<file path="config.mk">
export PLATFORM = sky130hd
export DESIGN_NAME = sr_pulse_conditioner
export DESIGN_NICKNAME = d
export VERILOG_FILES = /design/src/rtl/sr_pulse_conditioner.sv
export SDC_FILE = /design/constraint.sdc
export NUM_CORES = 1
export LEC_CHECK = 0
export ABC_AREA = 1
export BUFFER_PORTS_ARGS = -buffer_cell sky130_fd_sc_hd__buf_2
export CORE_MARGIN = 2
export CORE_UTILIZATION = 61
export DETAILED_ROUTE_END_ITERATION = 7
export HOLD_SLACK_MARGIN = 0.15
export PLACE_DENSITY_LB_ADDON = 0.1
export SETUP_SLACK_MARGIN = 0.02
export SLEW_MARGIN = 10
export SYNTH_ARGS = -nofsm -noshare
export SYNTH_HDL_FRONTEND = slang
export SYNTH_SLANG_ARGS = --single-unit
</file>
<file path="constraint.sdc">
create_clock -name clk -period 1.82 [get_ports clk]
set_input_delay 0.091 -clock clk [delete_from_list [all_inputs] [get_ports clk]]
set_output_delay 0.091 -clock clk [all_outputs]
set_load 0.01 [all_outputs]
</file>
<file path="src/rtl/sr_pulse_conditioner.sv">
// sr_pulse_conditioner
//   Turns two raw, bouncing push-button inputs (set / clear) into clean,
//   mutually exclusive one-cycle strobes for an SR latch. It also keeps a
//   registered mirror of the latch state.
//
// Parameters
//   DB_CYCLES  consecutive mismatching cycles needed to flip a debounced level (2..255)
//   CNT_W      debounce counter width, DB_CYCLES <= 2**CNT_W - 1
//
// Ports
//   clk       in   single clock, rising edge
//   rst       in   asynchronous active-high reset
//   set_btn   in   raw set button (asynchronous, may bounce)
//   clr_btn   in   raw clear button (asynchronous, may bounce)
//   s_pulse   out  one-cycle set strobe to latch S
//   r_pulse   out  one-cycle clear strobe to latch R
//   s_stable  out  debounced level of set_btn
//   r_stable  out  debounced level of clr_btn
//   state_q   out  registered mirror of the latch state
//   conflict  out  one-cycle flag: both debounced presses landed together
module sr_pulse_conditioner #(
   parameter int unsigned DB_CYCLES = 4,
   parameter int unsigned CNT_W     = 8
) (
   input  logic clk,
   input  logic rst,
   input  logic set_btn,
   input  logic clr_btn,
   output logic s_pulse,
   output logic r_pulse,
   output logic s_stable,
   output logic r_stable,
   output logic state_q,
   output logic conflict
);

   localparam logic [CNT_W-1:0] DbLast = CNT_W'(DB_CYCLES - 1);

   // Two-flop synchronisers
   logic s_sync1_q, s_sync2_q;
   logic r_sync1_q, r_sync2_q;

   // Debouncers
   logic [CNT_W-1:0] s_cnt_q, s_cnt_d;
   logic [CNT_W-1:0] r_cnt_q, r_cnt_d;
   logic             s_stable_q, s_stable_d;
   logic             r_stable_q, r_stable_d;

   // Pulse / interlock / mirror
   logic s_rise, r_rise;
   logic s_pulse_q, s_pulse_d;
   logic r_pulse_q, r_pulse_d;
   logic conflict_q, conflict_d;
   logic state_d;

   always_ff @(posedge clk or posedge rst) begin
      if (rst) begin
         s_sync1_q <= 1'b0;
         s_sync2_q <= 1'b0;
         r_sync1_q <= 1'b0;
         r_sync2_q <= 1'b0;
      end else begin
         s_sync1_q <= set_btn;
         s_sync2_q <= s_sync1_q;
         r_sync1_q <= clr_btn;
         r_sync2_q <= r_sync1_q;
      end
   end

   // A sample matching the stable level restarts the count, so any bounce
   // back to the old level throws away the partial run.
   always_comb begin
      s_cnt_d    = s_cnt_q;
      s_stable_d = s_stable_q;
      if (s_sync2_q == s_stable_q) begin
         s_cnt_d = '0;
      end else if (s_cnt_q == DbLast) begin
         s_stable_d = s_sync2_q;
         s_cnt_d    = '0;
      end else begin
         s_cnt_d = s_cnt_q + 1'b1;
      end
   end

   always_comb begin
      r_cnt_d    = r_cnt_q;
      r_stable_d = r_stable_q;
      if (r_sync2_q == r_stable_q) begin
         r_cnt_d = '0;
      end else if (r_cnt_q == DbLast) begin
         r_stable_d = r_sync2_q;
         r_cnt_d    = '0;
      end else begin
         r_cnt_d = r_cnt_q + 1'b1;
      end
   end

   // Pulses are registered on the same edge the stable level rises, so they
   // are derived from the next-state of the stable registers.
   always_comb begin
      s_rise     = ~s_stable_q & s_stable_d;
      r_rise     = ~r_stable_q & r_stable_d;
      // Clear wins when both presses land together.
      r_pulse_d  = r_rise;
      s_pulse_d  = s_rise & ~r_rise;
      conflict_d = s_rise & r_rise;
      state_d    = state_q;
      if (r_pulse_d) begin
         state_d = 1'b0;
      end else if (s_pulse_d) begin
         state_d = 1'b1;
      end
   end

   always_ff @(posedge clk or posedge rst) begin
      if (rst) begin
         s_cnt_q    <= '0;
         r_cnt_q    <= '0;
         s_stable_q <= 1'b0;
         r_stable_q <= 1'b0;
         s_pulse_q  <= 1'b0;
         r_pulse_q  <= 1'b0;
         conflict_q <= 1'b0;
         state_q    <= 1'b0;
      end else begin
         s_cnt_q    <= s_cnt_d;
         r_cnt_q    <= r_cnt_d;
         s_stable_q <= s_stable_d;
         r_stable_q <= r_stable_d;
         s_pulse_q  <= s_pulse_d;
         r_pulse_q  <= r_pulse_d;
         conflict_q <= conflict_d;
         state_q    <= state_d;
      end
   end

   assign s_pulse  = s_pulse_q;
   assign r_pulse  = r_pulse_q;
   assign s_stable = s_stable_q;
   assign r_stable = r_stable_q;
   assign conflict = conflict_q;

endmodule

</file>
# == Word level (Yosys, flattened, before mapping) ==
# Cells that the tools add are included.
# classes
add_sub_neg,2
n_eq_ne,4
n_mux,10
bitwise,7
n_reduce_logical,1
# op_table
op,n
8-bit two-way mux,4
"8-bit by 1-bit adder with 8-bit output, second input constant",2
"8-bit by 2-bit equality test with 1-bit output, second input constant",2
1-bit two-way mux,6
1-bit bitwise AND,4
1-bit inverter,3
1-bit equality test,2
2-bit nonzero test,1
# totals
regBits,26
inputBits,4
output_inout_bits,6
wordCells,36

# == Depth between registers and ports, before layout ==
# Gate-level depths: netlist of the first run.
# depth
ltp_word,8
ltp_mapped,7
depth_no_buf,7

# == Worst setup path before layout of the first run ==
# No wires, ideal clock.
# synth_path
path_type,reg2reg
from,register r_cnt_q[0]
to,register r_cnt_q[4]
setup_ns,0.118
arrival_ns,0.958
required_ns,1.702
path_slack_ns,0.744
stages_incl_launch_ff,7
n_path_buf,0
period_less_slack_ns,1.076
path_cell_list,dfrtp_1 > ha_1 > nand2_1 > nor2_1 > nand2_1 > nand2_2 > nor2_1
# synth_via
elab_chain_len,3
elab_cells_between_ends,4
cone_classes,add/sub (1); eq/ne (1); mux (2)
# synth_rtl
element,line_no,text
from (decl),45,"logic [CNT_W-1:0] r_cnt_q, r_cnt_d;"
from (signal assigned),127,r_cnt_q <= r_cnt_d;
8-bit by 1-bit adder with 8-bit output or 8-bit by 2-bit equality test with 1-bit output (tied branches),"94, 90",
8-bit two-way mux *,90,end else if (r_cnt_q == DbLast) begin
8-bit two-way mux *,88,if (r_sync2_q == r_stable_q) begin
net r_cnt_d[4],45,
# Mark *: on every way through the listed nets, which the timed path passes. The rest lies on a longest branch.
# A chain may end at the register's enable or synchronous reset.

# == Worst setup path after layout of the first run ==
# layout_path
from,register r_cnt_q[0]
to,register state_q
# layout_via
elab_chain_len,7
elab_cells_between_ends,8
cone_classes,eq/ne (1); mux (3); bitwise (3); reduce/logical (1)
# layout_rtl
element,line_no,text
8-bit by 2-bit equality test with 1-bit output *,90,
1-bit two-way mux *,90,
1-bit two-way mux *,88,
1-bit bitwise AND *,102,r_rise = ~r_stable_q & r_stable_d;
1-bit inverter,105,s_pulse_d = s_rise & ~r_rise;
1-bit bitwise AND,105,
2-bit nonzero test (no source line),-,
to (signal assigned),133,state_q <= state_d;
to (decl),33,"output logic state_q,"
# Mark *: on every way between the ends. The rest lies on a longest branch, timed or not.

==> out/metrics.yaml, run 1 <==
worst_setup_path:
  path_cells: "ha_1 > nand2_1 > nor2_1 > nand3_2 > nand2_1 > nand2_1"
  end_kind: "flop"
  cp_max_fo: 5
  cp_common_cell: "nand2_1"
  path_depth: 6
  cpMaxStageDelayCell: "dfrtp_1"
  cp.arrival_ns: 1.47
  crit_buf_inv: 0
  crit_family: "simple AND/OR/NAND/NOR gates"
  max_stage_delay_ns: 0.44
  r2r_cells: 6
  crit_required_ns: 2.04
  path_class: "reg2reg"
  startpoint_type: "flop"
floorplan:
  start_util_pct: 63.53
  coreArea_sq_um: 1942
  dieArea_sq_um: 2398
  dieWidth_um: 48.97
  rows: 16
  boundaryPins: 10
  dieHeight_um: 48.97
clock_tree:
  clkTransAtPathRegs_ns: 0.13
  cts_buffer_depth: 2
  cts_tree: "yes"
  clockRootBuffer: "clkbuf_4"
  clkLatencyLatePin_ns: 0.32
  cts_buffers: 3
  post-cts-setup-buffers: 0
  h-tree-depth: 1
  postCtsResizedCells: 0
  clock-sinks: 26
cells_and_area:
  syn2layout_area_growth_pct: 12.37
  fin_cells: 193
  diodes: 0
  fin_area_sq_um: 1386
  multi_input_area_sq_um: 481.7
  fin_nets: 175
  final-seq-area_sq_um: 650.6
  fillers: 160
  drive_above_1_share_pct: 11.45
synthesis:
  ys_top_cells_by_count: "nand2_1 (34), inv_1 (27), dfrtp_1 (26)"
  yosysTopAreaCellShare_pct: 52.74
  syn_avg_cell_area_sq_um: 8.280
  synth_compound_area_share_pct: 2.434
  yosysSeqAreaShare_pct: 52.74
  synth_edf_count: 0
  synth.distinct_cells: 16
  synth_seq_cells: 26
  synth_most_common_cell: "nand2_1"
  synthMuxAreaShare_pct: 0
  yosys-top-cells-area: "dfrtp_1 (53%), nand2_1 (10%), inv_1 (8.2%)"
  async_flop_share_pct: 100.0
  syn_area_sq_um: 1234
  ys_warn_count: 0
  synth_xor_area_share_pct: 4.970
  ys.flop_type: "dfrtp_1"
  synth_largest_area_cell: "dfrtp_1"
  synth_top_family_by_area: "simple AND/OR/NAND/NOR gates"
  synthesis.nets: 157
  synth_fa_ha_area_share_pct: 4.057
  synth_cells: 149
  synth-simple-area-share_pct: 27.59
sta:
  finClkSkew_ns: 0.001331
  relSlewSlack_pct: 78.48
  fin_crit_sh_pct: 68.37
  tightest_slew_ns: 0.3228
  final.min_clock_period_ns: 1.244
  setup_violations: 0
  max_freq_ghz: 0.8036
  timing.setup.tns_ns: 0
  layout_setup_ws_ns: 0.5756
  hold_violations: 0
  slew_viol_final: 0
  rsz0062_at_grt: "no"
global_routing:
  grt_overflow: 0
  grt_first_pass_wirelength_mm: 4.036
  track_usage_pct: 21.99
  antenna_found_initial: 0
  grt_max_degree: 27
  first_global_vias: 991
routing:
  route.detailed.drc: 0
  wl_per_cell_um: 10.83
  final_antenna_net_count: 0
  drtIter0Drc: 13
  dr.pass1.iters: 4
  wirelength_mm: 2.090
  vias: 951
  vias_per_cell: 4.927
pwr:
  p_per_area_nw_per_um2: 993.4
  ir_drop_mv: 0.7161
  finalPower_w: 0.001377
  leakage_nw: 0.7557
placement:
  dp_hpwl_mm: 1.552
  placed_cells: 186
  pre_cts_ws_ns: 0.6091
  port_buffers: 9
  gp_congestion: 0.8635
  placed_cell_area_sq_um: 1320
outcome:
  status: "completed"
min_path:
  hp-class: "in2async"
run:
  maxCapViolCount: 0
## metal layers
layer	part of all wire, %	vias up	wire (um)	GRT usage [%]
li1	-	486	-	-
met1	42	451	882	25.15
met2	55	10	1146	42.01
met3	1.8	4	37	2.761
met4	1.1	0	23	7.143
met5	0	-	0	0
## state kept, by name, indices dropped and copies added (netlist names)
register   cells
r_cnt_q        8
s_pulse        1
s_sync2_q      1
r_sync2_q      1
r_stable       1
s_sync1_q      1
r_sync1_q      1
s_cnt_q        8
conflict       1
state_q        1
s_stable       1
r_pulse        1
## cells by family (layout without fill, tap and decap cells)
kind of cell	count (synthesis)	after routing
DFF	26	26
adders and majority gates	4	4
AOI/OAI and AO/OA	6	6
xor gates and xnor gates	7	7
buffers and inverters	27	44
and+or+nand+nor	79	79
## worst reg2reg max path: stages, from the launching register on
cell and delay, ns:
dfrtp_1 0.44, ha_1 0.20, nand2_1 0.06, nor2_1 0.16
nand3_2 0.15, nand2_1 0.10, nand2_1 0.05
## stage by stage
| stage | utilization [%] | hold WS [ns] |
|---|---|---|
| floorplan | - | 0.1224 |
| global placement | 67.98 | 0.1520 |
| detailed placement | 67.98 | 0.1621 |
| CTS | 71.39 | 0.3483 |
| global route | 71.39 | 0.3859 |
| finish | 71.39 | 0.3505 |
## repair_timing
| item | in CTS | in global routing |
|---|---|---|
| hold buffers | 3 | 0 |
| hold endpoints to repair | 28 | 0 |
| endpoints found under the setup margin | 0 | 0 |
## cells in the final DEF, fill, tap and decap left out
cell type	instances
and2_4	1
nand3_2	1
xnor2_1	2
clkbuf_4	3
a21oi_1	4
nand2_1	34
buf_2	9
buf_4	1
nand4_1	4
ha_1	4
inv_1	27
clkbuf_8	1
nand2_2	1
xor2_1	5
nor3_1	4
nand3_1	8
nor2_1	24
dlygate4sd3_1	3
o21ai_0	2
dfrtp_1	26
nor2_2	2
## report_power, final
part	switching [W]	total [W]	internal (W)
Clock	0.000162	0.000284	0.000122
Combinational	0.000211	0.000344	0.000133
Sequential	0.0000878	0.000749	0.000661
## cell type report
class                   count  share of cell area (%)
clock buffers               4                   2.617
repair buffers             13                   5.957
flip-flops and latches     26                   46.93
well taps                  27                   2.437
inverters                  27                   7.310
multi-input cells          96                   34.75
## worst paths after layout
| check | start | end | slack, ns |
|---|---|---|---|
| min in group clk | r_sync1_q | r_sync2_q | 0.37 |
| min reg2reg | r_sync1_q | r_sync2_q | 0.37 |
| min | rst | state_q | 0.35 |
| max in group asynchronous | rst | s_cnt_q[1] | 1.23 |
| max | r_cnt_q[0] | state_q | 0.58 |
| max reg2reg | r_cnt_q[0] | state_q | 0.58 |
Note: power is estimated with default switching activity, not from simulation.
==> run 2, diff against run 1 <==
- CORE_UTILIZATION: 61 -> 52
- clock period: 1.82 -> 1.1 ns (I/O delays scaled with it)
==> run 2 against run 1 <==
Compared with the run above: the run now ends with negative setup slack left; first-iteration DRC count down 15%; cell count up 7.8%; clock power up 67%; highest routed layer unchanged.
==> out/metrics.yaml, run 2 (synthesis results as in run 1) <==
outcome:
  status: "finished, violations left"
  violations: "negative setup slack"
clock_tree:
  clkTransAtPathRegs_ns: 0.13
  clkLatencyLatePin_ns: 0.32
  cts_tree: "yes"
  clockRootBuffer: "clkbuf_4"
  cts_buffers: 3
  clock-sinks: 26
  cts_buffer_depth: 2
  h-tree-depth: 1
worst_setup_path:
  crit_required_ns: 1.33
  r2r_cells: 6
  r2r-end: "s_pulse"
  worst-r2r-setup-slack_ns: -0.06
  path_class: "reg2reg"
  startpoint_type: "flop"
  r2r_start: "r_cnt_q[1]"
  cp_max_fo: 4
  end_kind: "flop"
  critPathCapture: "s_pulse"
  crit_start: "r_cnt_q[1]"
  cp.arrival_ns: 1.39
sta:
  rsz0062_at_grt: "yes"
  relSlewSlack_pct: 78.38
  fin_crit_sh_pct: 105.4
  finClkSkew_ns: 0.002041
  setup_violations: 9
  final.min_clock_period_ns: 1.159
  layout_setup_ws_ns: -0.05923
  tightest_slew_ns: 0.3243
  hold_violations: 0
  timing.setup.tns_ns: -0.2064
  slew_viol_final: 0
  max_freq_ghz: 0.8626
cells_and_area:
  drive_above_1_share_pct: 41.11
  top_regs: "r_cnt_q: 8 flops, s_cnt_q: 8 flops"
  fin_area_sq_um: 1713
  final_common_cell: "nand2_1"
  syn2layout_area_growth_pct: 38.84
  mostFrequentLayoutCells: "nand2_1 (26), inv_1 (23), dfrtp_1 (23), nor2_1 (15), buf_4 (12)"
  diodes: 0
  fin_nets: 189
global_routing:
  grt_overflow: 0
  grt_max_degree: 27
  grt_first_pass_wirelength_mm: 3.767
  antenna_found_initial: 0
  first_global_vias: 918
  track_usage_pct: 18.93
pwr:
  ir_drop_mv: 1.466
  leakage_nw: 0.8631
  p_per_area_nw_per_um2: 1644
  finalPower_w: 0.002816
floorplan:
  coreArea_sq_um: 2233
  boundaryPins: 10
  dieHeight_um: 52.71
  rows: 17
  dieArea_sq_um: 2778
  dieWidth_um: 52.71
  start_util_pct: 55.24
routing:
  dr.pass1.iters: 4
  route.detailed.drc: 0
  drtIter0Drc: 11
  wirelength_mm: 2.519
  final_antenna_net_count: 0
  wl_per_cell_um: 12.11
  vias: 1046
  vias_per_cell: 5.029
placement:
  dp_hpwl_mm: 1.596
  port_buffers: 9
  gp_congestion: 0.8386
  placed_cell_area_sq_um: 1389
  pre_cts_ws_ns: -0.07078
min_path:
  hp-class: "in2async"
run:
  maxCapViolCount: 0
run 2: cell types whose count changed in the layout (fill, tap and decap cells not counted), moves of 4 or more:
cell	change
buf_4	+11
buf_6	+4
ha_1	-4
inv_1	-4
inv_2	+4
nand2_1	-8
nand2_2	+4
nand2_4	+4
nand3_1	-5
nor2_1	-9
nor2_2	+5
nor2_4	+4
nor3_1	-4
run 2: how the worst min path moves through the flow:
stage / start / to / slack (ns) / depth (start not counted)
6_report: rst / s_pulse / 0.31 / 4
5_1_grt: rst / s_pulse / 0.33 / 4
4_1_cts: rst / r_pulse / 0.30 / 4
3_5_place_dp: rst / state_q / 0.12 / 3
3_3_place_gp: rst / s_sync1_q / 0.12 / 3
2_1_floorplan: clr_btn / r_sync1_q / 0.09 / 0
run 2: area by class of cell:
type                    count  area [sq um]
multi-input cells          96         680.7
flip-flops and latches     26         654.4
fillers                   143         520.5
repair buffers             27         205.2
inverters                  27         101.3
clock buffers               4         36.28
well taps                  28         35.03
run 2: per-stage QoR:
stage | hold slack, ns | instances | util (%)
2_1_floorplan | 0.08643 | 149 | -
3_5_place_dp | 0.1240 | 196 | 62.18
6_report | 0.3059 | 208 | 76.69
3_3_place_gp | 0.1191 | 196 | 62.18
4_1_cts | 0.3040 | 203 | 66.39
5_1_grt | 0.3325 | 208 | 76.69
run 2: critical path, stage by stage (launching register included):
cell	delay, ns
dfrtp_1	0.41
ha_2	0.19
nand2_1	0.06
nor2_2	0.13
nand3_2	0.13
inv_1	0.10
nor2_1	0.05
run 2: what timing repair did:
item                                   CTS  global route
resized for setup                        9            51
endpoints found under the hold margin   28             0
setup endpoints to repair               17            22
setup buffers                            0             5
pin swaps                                5             9
hold buffers                             3             0
run 2: where the power goes:
part	total, W	switching [W]	internal (W)	leakage [nW]
registers	0.00126	0.000161	0.00110	0.340
clock network	0.000473	0.000270	0.000202	0.0210
logic	0.00109	0.000590	0.000497	0.502
run 2: per-layer routing:
| metal | wire length (um) | share of wire (%) | global-route usage, % |
|---|---|---|---|
| met1 | 1087 | 43 | 21.60 |
| met2 | 1330 | 53 | 33.13 |
| met3 | 54 | 2.1 | 3.714 |
| met4 | 46 | 1.8 | 9.829 |
| met5 | 0 | 0 | 0 |
==> run 3, diff against run 2 <==
- ABC_AREA: 1 -> not set
- CORE_UTILIZATION: 52 -> 51
==> run 3 against run 2 <==
Compared with the run above: the flow still finishes with violations (negative setup slack); cell count decreased by 17%; register-to-register slack worse by 0.49 ns; via count decreased by 13%; critical path depth is 1 lower; fmax shrank 30%; global-route usage is 1.4 points higher; combinational power up 31%; setup slack worse by 0.49 ns; critical endpoint is now r_cnt_q[4].
==> out/metrics.yaml, run 3 <==
routing:
  wirelength_mm: 2.425
  dr.pass1.iters: 4
  final_antenna_net_count: 0
  vias_per_cell: 5.283
  route.detailed.drc: 0
  drtIter0Drc: 23
  wl_per_cell_um: 14.02
  vias: 914
synthesis:
  synth_seq_cells: 26
  yosys-top-cells-area: "dfrtp_1 (57%), xor2_1 (4.6%), ha_1 (4.4%)"
  syn_avg_cell_area_sq_um: 11.59
  ys_top_cells_by_count: "dfrtp_1 (26), nor2_1 (10), a21oi_1 (7), nand3_1 (7)"
  synth_most_common_cell: "dfrtp_1"
  ys.flop_type: "dfrtp_1"
  yosysSeqAreaShare_pct: 57.27
  synth_cells: 98
  synth_edf_count: 0
  yosysTopAreaCellShare_pct: 57.27
  synthesis.nets: 106
  syn_area_sq_um: 1136
  synth_largest_area_cell: "dfrtp_1"
  async_flop_share_pct: 100.0
  synth.distinct_cells: 24
  ys_warn_count: 0
placement:
  placed_cell_area_sq_um: 1410
  port_buffers: 9
  gp_congestion: 0.8315
  pre_cts_ws_ns: -0.5983
  dp_hpwl_mm: 1.472
min_path:
  hp-class: "in2async"
sta:
  max_freq_ghz: 0.6076
  setup_violations: 22
  layout_setup_ws_ns: -0.5459
  final.min_clock_period_ns: 1.646
  finClkSkew_ns: 0.002148
  fin_crit_sh_pct: 149.6
  hold_violations: 0
  relSlewSlack_pct: 78.47
  tightest_slew_ns: 0.3230
  slew_viol_final: 0
  rsz0062_at_grt: "yes"
floorplan:
  coreArea_sq_um: 2148
  dieArea_sq_um: 2621
  dieWidth_um: 51.20
  dieHeight_um: 51.20
  start_util_pct: 52.88
  rows: 17
  boundaryPins: 10
cells_and_area:
  mostFrequentLayoutCells: "dfrtp_1 (26), buf_4 (25), buf_2 (8), buf_6 (8)"
  syn2layout_area_growth_pct: 44.82
  drive_above_1_share_pct: 48.97
  fin_nets: 155
  top_regs: "r_cnt_q: 8 flops, s_cnt_q: 8 flops"
  final_common_cell: "dfrtp_1"
  fin_area_sq_um: 1645
  diodes: 0
  utilization_pct: 76.59
global_routing:
  grt_first_pass_wirelength_mm: 3.939
  first_global_vias: 896
  grt_overflow: 0
  grt_max_degree: 27
  antenna_found_initial: 0
  track_usage_pct: 20.34
outcome:
  violations: "negative setup slack"
  status: "finished, violations left"
pwr:
  leakage_nw: 0.7548
  finalPower_w: 0.003044
  ir_drop_mv: 1.077
  p_per_area_nw_per_um2: 1850
worst_setup_path:
  cp.arrival_ns: 1.86
  startpoint_type: "flop"
  path_class: "reg2reg"
  crit_required_ns: 1.32
  cp_max_fo: 5
  end_kind: "flop"
  r2r_cells: 5
clock_tree:
  clock-sinks: 26
  cts_buffers: 3
  cts_buffer_depth: 2
  clkLatencyLatePin_ns: 0.32
  cts_tree: "yes"
  h-tree-depth: 1
  clockRootBuffer: "clkbuf_4"
  clkTransAtPathRegs_ns: 0.13
run:
  maxCapViolCount: 0
-- run 3: cell count changes in the layout (fill, tap and decap cells not counted), moves of 4 or more --
| cell | change |
|---|---|
| nand2_4 | -4 |
| nand2_1 | -23 |
| o21ai_0 | +6 |
| nor2_4 | -4 |
| buf_6 | +4 |
| or3_1 | +5 |
| nor2_1 | -10 |
| buf_4 | +13 |
| inv_1 | -20 |
| nand2_2 | -4 |
-- run 3: final timing paths --
path,slack [ns],startpoint,end
setup / recovery,-0.55,r_cnt_q[0],r_cnt_q[4]
setup reg to reg,-0.55,r_cnt_q[0],r_cnt_q[4]
hold / removal,0.30,rst,r_sync1_q
max in group asynchronous,0.55,rst,r_cnt_q[4]
hold reg to reg,0.38,r_sync1_q,r_sync2_q
min in group clk,0.37,set_btn,s_sync1_q
-- run 3: metrics by stage --
stage | hold WS (ns) | cells | TNS [ns]
CTS | 0.3173 | 171 | -7.660
global route | 0.3647 | 173 | -9.838
detailed placement | 0.1205 | 157 | -7.880
global placement | 0.1193 | 157 | -7.040
floorplan | 0.08643 | 98 | -6.988
finish | 0.3041 | 173 | -8.148
-- run 3: cell families (layout without fill, tap and decap cells) --
group,after synthesis,in the layout,synth area share (%)
XOR/XNOR,8,8,6.168
multiplexers,2,2,1.982
flip-flops,26,26,57.27
buffers and inverters,4,51,1.321
AO/OA/AOI/OAI,15,15,8.480
AND/OR/NAND/NOR,39,39,20.38
adder cells (fa/ha/maj),4,4,4.405
-- run 3: repair_timing --
action	4_1_cts	5_1_grt
buffers inserted	8	3
hold buffers	3	0
setup endpoints to repair	22	24
endpoints found under the hold margin	28	0
pin swaps	6	5
resized for setup	13	15
-- run 3: critical path: stages (launching register included) --
cell and delay [ns]:
dfrtp_1 0.39, ha_2 0.18, or4b_4 0.52, o31ai_4 0.25, buf_6 0.16, nor2_1 0.05
-- run 3: report_power, final --
group	internal, W	total (W)	switching [W]	leakage, nW
registers	0.00110	0.00121	0.000110	0.344
clock network	0.000128	0.000397	0.000268	0.0138
logic	0.000798	0.00143	0.000637	0.397
total	0.00203	0.00304	0.00101	0.755
-- run 3: layer usage --
metal	wire, um	vias to the layer above	global-route usage [%]	share of wire (%)
met1	1179	451	28.63	49
met2	1153	16	32.03	48
met3	61	4	3.509	2.5
met4	31	0	6.757	1.3
met5	0	-	0	0
li1	-	443	-	-
-- run 3: area by class of cell --
| type | instances | area, sq um |
|---|---|---|
| well taps | 28 | 35.03 |
| fillers | 135 | 503.0 |
| inverters | 4 | 15.01 |
| repair buffers | 44 | 347.8 |
| multi-input cells | 68 | 574.3 |
| clock buffers | 3 | 22.52 |
| flip-flops and latches | 26 | 650.6 |
